===== config.mk =====
export PLATFORM = sky130hd
export DESIGN_NAME = rv32e_wb_arbiter
export DESIGN_NICKNAME = d
export VERILOG_FILES = /design/src/rtl/rv32e_wb_arbiter.sv
export SDC_FILE = /design/constraint.sdc
export NUM_CORES = 1
export LEC_CHECK = 0
export ABC_AREA = 1
export BUFFER_PORTS_ARGS = -buffer_cell sky130_fd_sc_hd__buf_2
export CORE_MARGIN = 2
export CORE_UTILIZATION = 58
export DETAILED_ROUTE_END_ITERATION = 6
export PLACE_DENSITY = 0.85
export REMOVE_ABC_BUFFERS = 1
export SYNTH_ARGS = -nofsm -noshare
export SYNTH_HDL_FRONTEND = slang
export SYNTH_SLANG_ARGS = --single-unit

===== constraint.sdc =====
create_clock -name CLK -period 4.3 [get_ports CLK]
set_input_delay 0.215 -clock CLK [delete_from_list [all_inputs] [get_ports CLK]]
set_output_delay 0.215 -clock CLK [all_outputs]
set_load 0.05 [all_outputs]

===== src/rtl/rv32e_wb_arbiter.sv =====
// rtl/rv32e_wb_arbiter.sv - RV32E writeback arbiter with long-latency FIFO and scoreboard
// Pipeline results always win the single register-file write port; buffered long-latency results fill idle slots.
module rv32e_wb_arbiter #(
  parameter int NUM_REGS      = 16,
  parameter int LL_FIFO_DEPTH = 2,
  parameter int CNT_W         = $clog2(LL_FIFO_DEPTH + 1)
) (
  input  logic             CLK,
  input  logic             nRST,
  input  logic             pipe_wen,
  input  logic [4:0]       pipe_rd,
  input  logic [31:0]      pipe_data,
  input  logic             ll_valid,
  input  logic [4:0]       ll_rd,
  input  logic [31:0]      ll_data,
  output logic             ll_ready,
  input  logic             iss_valid,
  input  logic [4:0]       iss_rd,
  input  logic [4:0]       rs1,
  input  logic [4:0]       rs2,
  output logic             rs1_busy,
  output logic             rs2_busy,
  output logic             rf_wen,
  output logic [4:0]       rf_rd,
  output logic [31:0]      rf_w_data,
  output logic             illegal_rd,
  output logic [CNT_W-1:0] fifo_count
);

  localparam int PTR_W = (LL_FIFO_DEPTH > 1) ? $clog2(LL_FIFO_DEPTH) : 1;

  function automatic logic is_real(input logic [4:0] rd);
    return (rd != 5'd0) && !rd[4];
  endfunction

  function automatic logic [PTR_W-1:0] ptr_inc(input logic [PTR_W-1:0] p);
    return (p == PTR_W'(LL_FIFO_DEPTH - 1)) ? '0 : p + 1'b1;
  endfunction

  logic [3:0]          rd_mem   [LL_FIFO_DEPTH];
  logic [31:0]         data_mem [LL_FIFO_DEPTH];

  logic [PTR_W-1:0]    wr_ptr_q, wr_ptr_d;
  logic [PTR_W-1:0]    rd_ptr_q, rd_ptr_d;
  logic [CNT_W-1:0]    count_q, count_d;
  logic [NUM_REGS-1:0] sb_q, sb_d;
  logic                rf_wen_q, rf_wen_d;
  logic [4:0]          rf_rd_q, rf_rd_d;
  logic [31:0]         rf_data_q, rf_data_d;
  logic                illegal_q, illegal_d;

  logic                pipe_real;
  logic                ll_fire;
  logic                enq;
  logic                pop;
  logic [3:0]          head_rd;
  logic [31:0]         head_data;

  assign ll_ready  = nRST & (count_q < CNT_W'(LL_FIFO_DEPTH));
  assign pipe_real = pipe_wen & is_real(pipe_rd);
  assign ll_fire   = ll_valid & ll_ready;
  assign enq       = ll_fire & is_real(ll_rd);
  assign pop       = !pipe_real && (count_q != '0);
  assign head_rd   = rd_mem[rd_ptr_q];
  assign head_data = data_mem[rd_ptr_q];

  always_comb begin
    wr_ptr_d  = enq ? ptr_inc(wr_ptr_q) : wr_ptr_q;
    rd_ptr_d  = pop ? ptr_inc(rd_ptr_q) : rd_ptr_q;
    count_d   = count_q + CNT_W'(enq) - CNT_W'(pop);
    illegal_d = (pipe_wen & pipe_rd[4]) | (ll_fire & ll_rd[4]);

    rf_wen_d  = 1'b0;
    rf_rd_d   = rf_rd_q;
    rf_data_d = rf_data_q;
    if (pipe_real) begin
      rf_wen_d  = 1'b1;
      rf_rd_d   = pipe_rd;
      rf_data_d = pipe_data;
    end else if (pop) begin
      rf_wen_d  = 1'b1;
      rf_rd_d   = {1'b0, head_rd};
      rf_data_d = head_data;
    end

    // Clear first so a same-cycle issue to the popped register keeps it busy.
    sb_d = sb_q;
    if (pop) sb_d[head_rd] = 1'b0;
    if (iss_valid && is_real(iss_rd)) sb_d[iss_rd[3:0]] = 1'b1;
    sb_d[0] = 1'b0;
  end

  always_ff @(posedge CLK) begin
    if (!nRST) begin
      wr_ptr_q  <= '0;
      rd_ptr_q  <= '0;
      count_q   <= '0;
      sb_q      <= '0;
      rf_wen_q  <= 1'b0;
      rf_rd_q   <= 5'd0;
      rf_data_q <= 32'd0;
      illegal_q <= 1'b0;
    end else begin
      wr_ptr_q  <= wr_ptr_d;
      rd_ptr_q  <= rd_ptr_d;
      count_q   <= count_d;
      sb_q      <= sb_d;
      rf_wen_q  <= rf_wen_d;
      rf_rd_q   <= rf_rd_d;
      rf_data_q <= rf_data_d;
      illegal_q <= illegal_d;
    end
  end

  always_ff @(posedge CLK) begin
    if (enq) begin
      rd_mem[wr_ptr_q]   <= ll_rd[3:0];
      data_mem[wr_ptr_q] <= ll_data;
    end
  end

  assign rs1_busy   = is_real(rs1) & sb_q[rs1[3:0]];
  assign rs2_busy   = is_real(rs2) & sb_q[rs2[3:0]];
  assign rf_wen     = rf_wen_q;
  assign rf_rd      = rf_rd_q;
  assign rf_w_data  = rf_data_q;
  assign illegal_rd = illegal_q;
  assign fifo_count = count_q;

endmodule


* Yosys cells after proc, flatten, opt, wreduce, memory -nomap -nowiden
Memory sizes are Yosys's and may differ from the RTL's. A register that Yosys moved wholly into a read port is not among the register bits.
Cells that the tools add are included.
** Cells by class
- $add $sub $neg :: 4
- Bitwise logic cells :: 12
- Reductions and logical operators :: 22
- Magnitude comparators :: 7
- Multiplexer cells :: 24
** Operators with widths (count)
- $mux W32 :: 2
- $mux W16 :: 2
- $reduce_bool A5 Y1 :: 5
- $lt A4 B5 Y1 const B :: 4
- $and A16 B16 Y16 :: 1
- $not A16 Y16 :: 1
- $or A16 B16 Y16 :: 1
- $mux W1 :: 14
- $mux W5 :: 2
- $logic_and A1 B1 Y1 :: 9
- $and A1 B1 Y1 :: 8
- $bmux W1 S4 :: 2
- $demux W1 S4 :: 2
- $ge A4 B1 Y1 const B :: 2
- $logic_not A1 Y1 :: 6
- $reduce_bool A2 Y1 :: 2
- $add A1 B1 Y1 const B :: 2
- $add A2 B1 Y2 :: 1
- $lt A2 B2 Y1 const B :: 1
- $sub A2 B1 Y2 :: 1
- $or A1 B1 Y1 :: 1
** Storage, ports and cells
- Memories kept :: 2
- Logic and storage cells :: 80
- Bits in writable memories :: 72
- Register bits after elaboration :: 59
- Input port bits :: 94
** Memory list
- data_mem :: words 2, bits a word 32, read ports 1, clocked after memory_dff 1, write ports 1, line 41 : logic [31:0] data_mem [LL_FIFO_DEPTH];
- rd_mem :: words 2, bits a word 4, read ports 1, clocked after memory_dff 1, write ports 1, line 40 : logic [3:0] rd_mem [LL_FIFO_DEPTH];

* Longest topological paths before layout
- Word-level depth :: 9
- Mapped depth :: 11
- Mapped depth without buffers :: 9

* Least setup slack after synthesis
Ideal clock, no wire load.
- Path type :: register -> register
- Start :: register count_q[1] (netlist: fifo_count[1])
- End :: memory data_mem[0][0], enable pin
- Arrival time :: 2.477 ns
- Setup time :: 0.429 ns
- Required time :: 3.871 ns
- Cell stages (with the launch flop) :: 4
- Path slack :: 1.394 ns
- Period minus slack after synthesis :: 2.906 ns
- Cells stage by stage :: dfxtp_1 > nor3b_4 > nand2_1 > nor2_1
** On the way
- Cells in the longest elaborated chain, start to end :: 6
** Ends and longest elaborated chain
- from (decl) :: line 45 : logic [CNT_W-1:0] count_q, count_d;
- from (signal assigned) :: line 106 : count_q <= count_d;
- $lt A2 B2 Y1 :: line 59 : assign ll_ready = nRST & (count_q < CNT_W'(LL_FIFO_DEPTH));
- $and A1 B1 Y1 :: line 59
- $and A1 B1 Y1 :: line 61 : assign ll_fire = ll_valid & ll_ready;
- $and A1 B1 Y1 :: line 62 : assign enq = ll_fire & is_real(ll_rd);
- $mux W1 :: line 116 : if (enq) begin
- $mux W1 (not written as such) :: line 118 : data_mem[wr_ptr_q] <= ll_data;
- to (decl) :: line 41
No other way between the ends.

* Worst setup path in the final report
- Start :: input port nRST
- End :: memory data_mem[0][31], enable pin
** On the way
- Cells in the longest elaborated chain, start to end :: 5
** Ends and longest elaborated chain
- from (decl) :: line 9 : input logic nRST,
- $and A1 B1 Y1 :: line 59
- $and A1 B1 Y1 :: line 61
- $and A1 B1 Y1 :: line 62
- $mux W1 :: line 116
- $mux W1 (not written as such) :: line 118
No other way between the ends.

==> impl_metrics.env <==
export IMPL_critPathKind="in -> reg"
export IMPL_seqPwrFrac_pct=37.0
export IMPL_grt_max_degree=70
export IMPL_synth_area_sq_um=5820
export IMPL_max_stage_delay_ns=0.83
export IMPL_period_share_pct=54.9
export IMPL_antenna_cells=0
export IMPL_synth_warnings=0
export IMPL_drcViolationCount=0
export IMPL_grt_pass1_wl_microns=23900
export IMPL_place_congestion=0.850
export IMPL_setup_tns_ns=0
export IMPL_clk_latency_ns=0.51
export IMPL_final_hold_violation_count=0
export IMPL_ys_ff_latch=131
export IMPL_p_sw_share_pct=39.3
export IMPL_setup_violations=0
export IMPL_pwr_share_comb_pct=30.8
export IMPL_grt_pass1_vias=5225
export IMPL_cts_htree_levels=4
export IMPL_p_int_mw=2.55
export IMPL_cp_start_kind="input port"
export IMPL_max_cap_violations=0
export IMPL_pin_count=138
export IMPL_dp_hpwl_microns=8760
export IMPL_io_buffers=137
export IMPL_tightest_slew_ns=1.05
export IMPL_vias=5221
export IMPL_fin_skew_ns=0.00762
export IMPL_antenna_found_initial=0
export IMPL_outcome="finished clean"
export IMPL_rows=36
export IMPL_finalPower_mw=4.21
export IMPL_fp_coreArea_sq_um=9770
export IMPL_critPathRequiredTime_ns=4.43
export IMPL_cp_data_arrival_time_ns=2.49
export IMPL_final_net_count=927
export IMPL_dp_cells=906
export IMPL_avgSynthCellArea_sq_um=8.79
export IMPL_min_path_type="in -> reg"
export IMPL_rsz0062_at_grt="false"
export IMPL_synth_cells=662
export IMPL_initial_utilization_pct=59.5
export IMPL_p_leak_nw=3.24
export IMPL_cts_setup_buffers=0
export IMPL_rrSetupSlack_ns=2.17
export IMPL_worstPathMaxFanout=36
export IMPL_layout_drive_gt1_share_pct=21.6
export IMPL_cpMaxStageDelayCell="nor2_4"
export IMPL_numCtsBuffers=17
export IMPL_p_sw_mw=1.65
export IMPL_yosysUniqueCellTypes=29
export IMPL_worstSetupEndpointType="register"
export IMPL_chipHeight_microns=104
export IMPL_fp_dieW_microns=104
export IMPL_syn2layout_area_growth_pct=28.1
export IMPL_ir_drop_mv=0.388
export IMPL_max_slew_margin_pct=29.8
export IMPL_die_area_sq_um=10800
export IMPL_p_clk_share_pct=32.2
export IMPL_cts_root_buf="clkbuf_8"
export IMPL_drt_initial_drc_count=467
export IMPL_wirelength_microns=14700
export IMPL_cp_cell_sequence="dlygate4sd3_1, buf_2, inv_2, nor3b_4, nand2_1, nor2_4"
export IMPL_pwr_density_cell_nw_per_um2=564
export IMPL_gr_total_overflow=0
export IMPL_cts_buffer_depth=2
export IMPL_grtUsageTotal_pct=27.7
export IMPL_finalMaxSlewViolations=0
export IMPL_viasPerCell=5.34
export IMPL_wl_per_cell_microns=15.1
export IMPL_cts_tree="yes"
export IMPL_cts_clk_slew_worst_paths_ns=0.07
export IMPL_max_freq_mhz=423
export IMPL_cts_sinks=131
export IMPL_drt_pass1_iterations=5
export IMPL_finalWorstPathRequiredPeriod_ns=2.36
export IMPL_final_antenna_net_count=0
export IMPL_ys_seq_area_share_pct=57.5
export IMPL_fin_cells=977
## final timing paths
path                                          startpoint                          to  cells past startpoint
worst min register to register     rf_rd[4]$_SDFFE_PN0P_       rf_rd[4]$_SDFFE_PN0P_                      2
worst max-delay path                                nRST   data_mem[0][31]$_DFFE_PP_                      6
worst min-delay path                       pipe_data[27]  rf_w_data[27]$_SDFFE_PN0P_                      4
worst max register to register  fifo_count[1]$_SDFF_PN0_    fifo_count[1]$_SDFF_PN0_                      8
## registers in the layout (all words and copies together) (netlist names), named ones only
register	count
data_mem	64
rf_w_data	32
sb_q	15
rd_mem	8
rf_rd	5
fifo_count	2
illegal_rd	1
rd_ptr_q	1
rf_wen	1
wr_ptr_q	1
## kinds of logic after synthesis
kind of cell / after synthesis / share of synthesized area (%)
flops: 131 / 57.5
xor+xnor: 1 / 0.151
buf+inv: 101 / 8.02
fa+ha+maj: 2 / 0.430
simple gates: 359 / 27.6
compound gates: 68 / 6.37
## power groups by stage
| stage | clock, mW | combinational, mW | sequential, mW |
|---|---|---|---|
| CTS | 1.35 | 1.27 | 1.55 |
| global placement | 0 | 1.20 | 1.57 |
| global route | 1.42 | 1.40 | 1.57 |
| finish | 1.35 | 1.30 | 1.56 |
| detailed placement | 0 | 1.23 | 1.57 |
| floorplan | 0 | 0.478 | 2.00 |
## final cells by class
cell class                 count  area (sq um)
inverter                      74           278
sequential                   131          3340
tap                          133           166
timing repair buffer         177          1080
clock buffer                  18           428
fill                         640          2320
clock inverter                14           133
multi-input combinational    430          2020
## cells in the final DEF, fill, tap and decap left out, drive strengths merged, types with 5 or more instances in the layout
cell type / n
nand2: 187
buf: 138
nand3: 86
inv: 86
edfxtp: 72
dfxtp: 59
nor2: 47
dlygate4sd3: 39
o21ai: 39
or2: 32
a21oi: 26
clkbuf: 18
nand4: 5
## synthesized netlist by cell type, drive strengths merged
cell type  count  area share, %
nor2          47            3.5
nor3           1          0.086
buf           22            2.9
o211ai         1           0.13
clkbuf         5           0.32
a21oi         26            2.6
nand2        187             12
nand4          5           0.54
xor2           1           0.15
nand3         86            7.5
inv           74            4.8
ha             2           0.43
edfxtp        72             37
dfxtp         59             20
or2           32            3.4
o21ai         39            3.4
a21boi         2           0.26
nor3b          1           0.32
## critical path: cells and delay by family
kind,cells,cell delay [ns]
AND/OR/NAND/NOR,3,1.28
buffers and inverters,3,0.96
## what timing repair did
action,CTS,global route
gates resized for setup,0,0
hold buffers,39,0
endpoints found under the hold margin,77,0
## stage by stage
step | worst slack, ns | utilization [%] | hold slack (ns) | cell area, sq um
5_1_grt | 1.81 | 76.2 | 0.0160 | 7450
6_report | 1.94 | 76.2 | 0.0243 | 7450
2_1_floorplan | 1.39 | - | 0.308 | 5630
3_3_place_gp | 2.01 | 66.5 | 0.404 | 6500
3_5_place_dp | 1.82 | 66.5 | 0.407 | 6500
4_1_cts | 2.03 | 76.2 | 0.00489 | 7450
## per-layer routing
metal  vias up  share of wire (%)  track usage, %
li1       2490                  -               -
met1      2442                 39            32.4
met2       252                 52            48.9
met3        37                6.5            6.58
met4         0                2.5            11.3
met5         -                  0               0
Power figures use the tool's default switching activity.
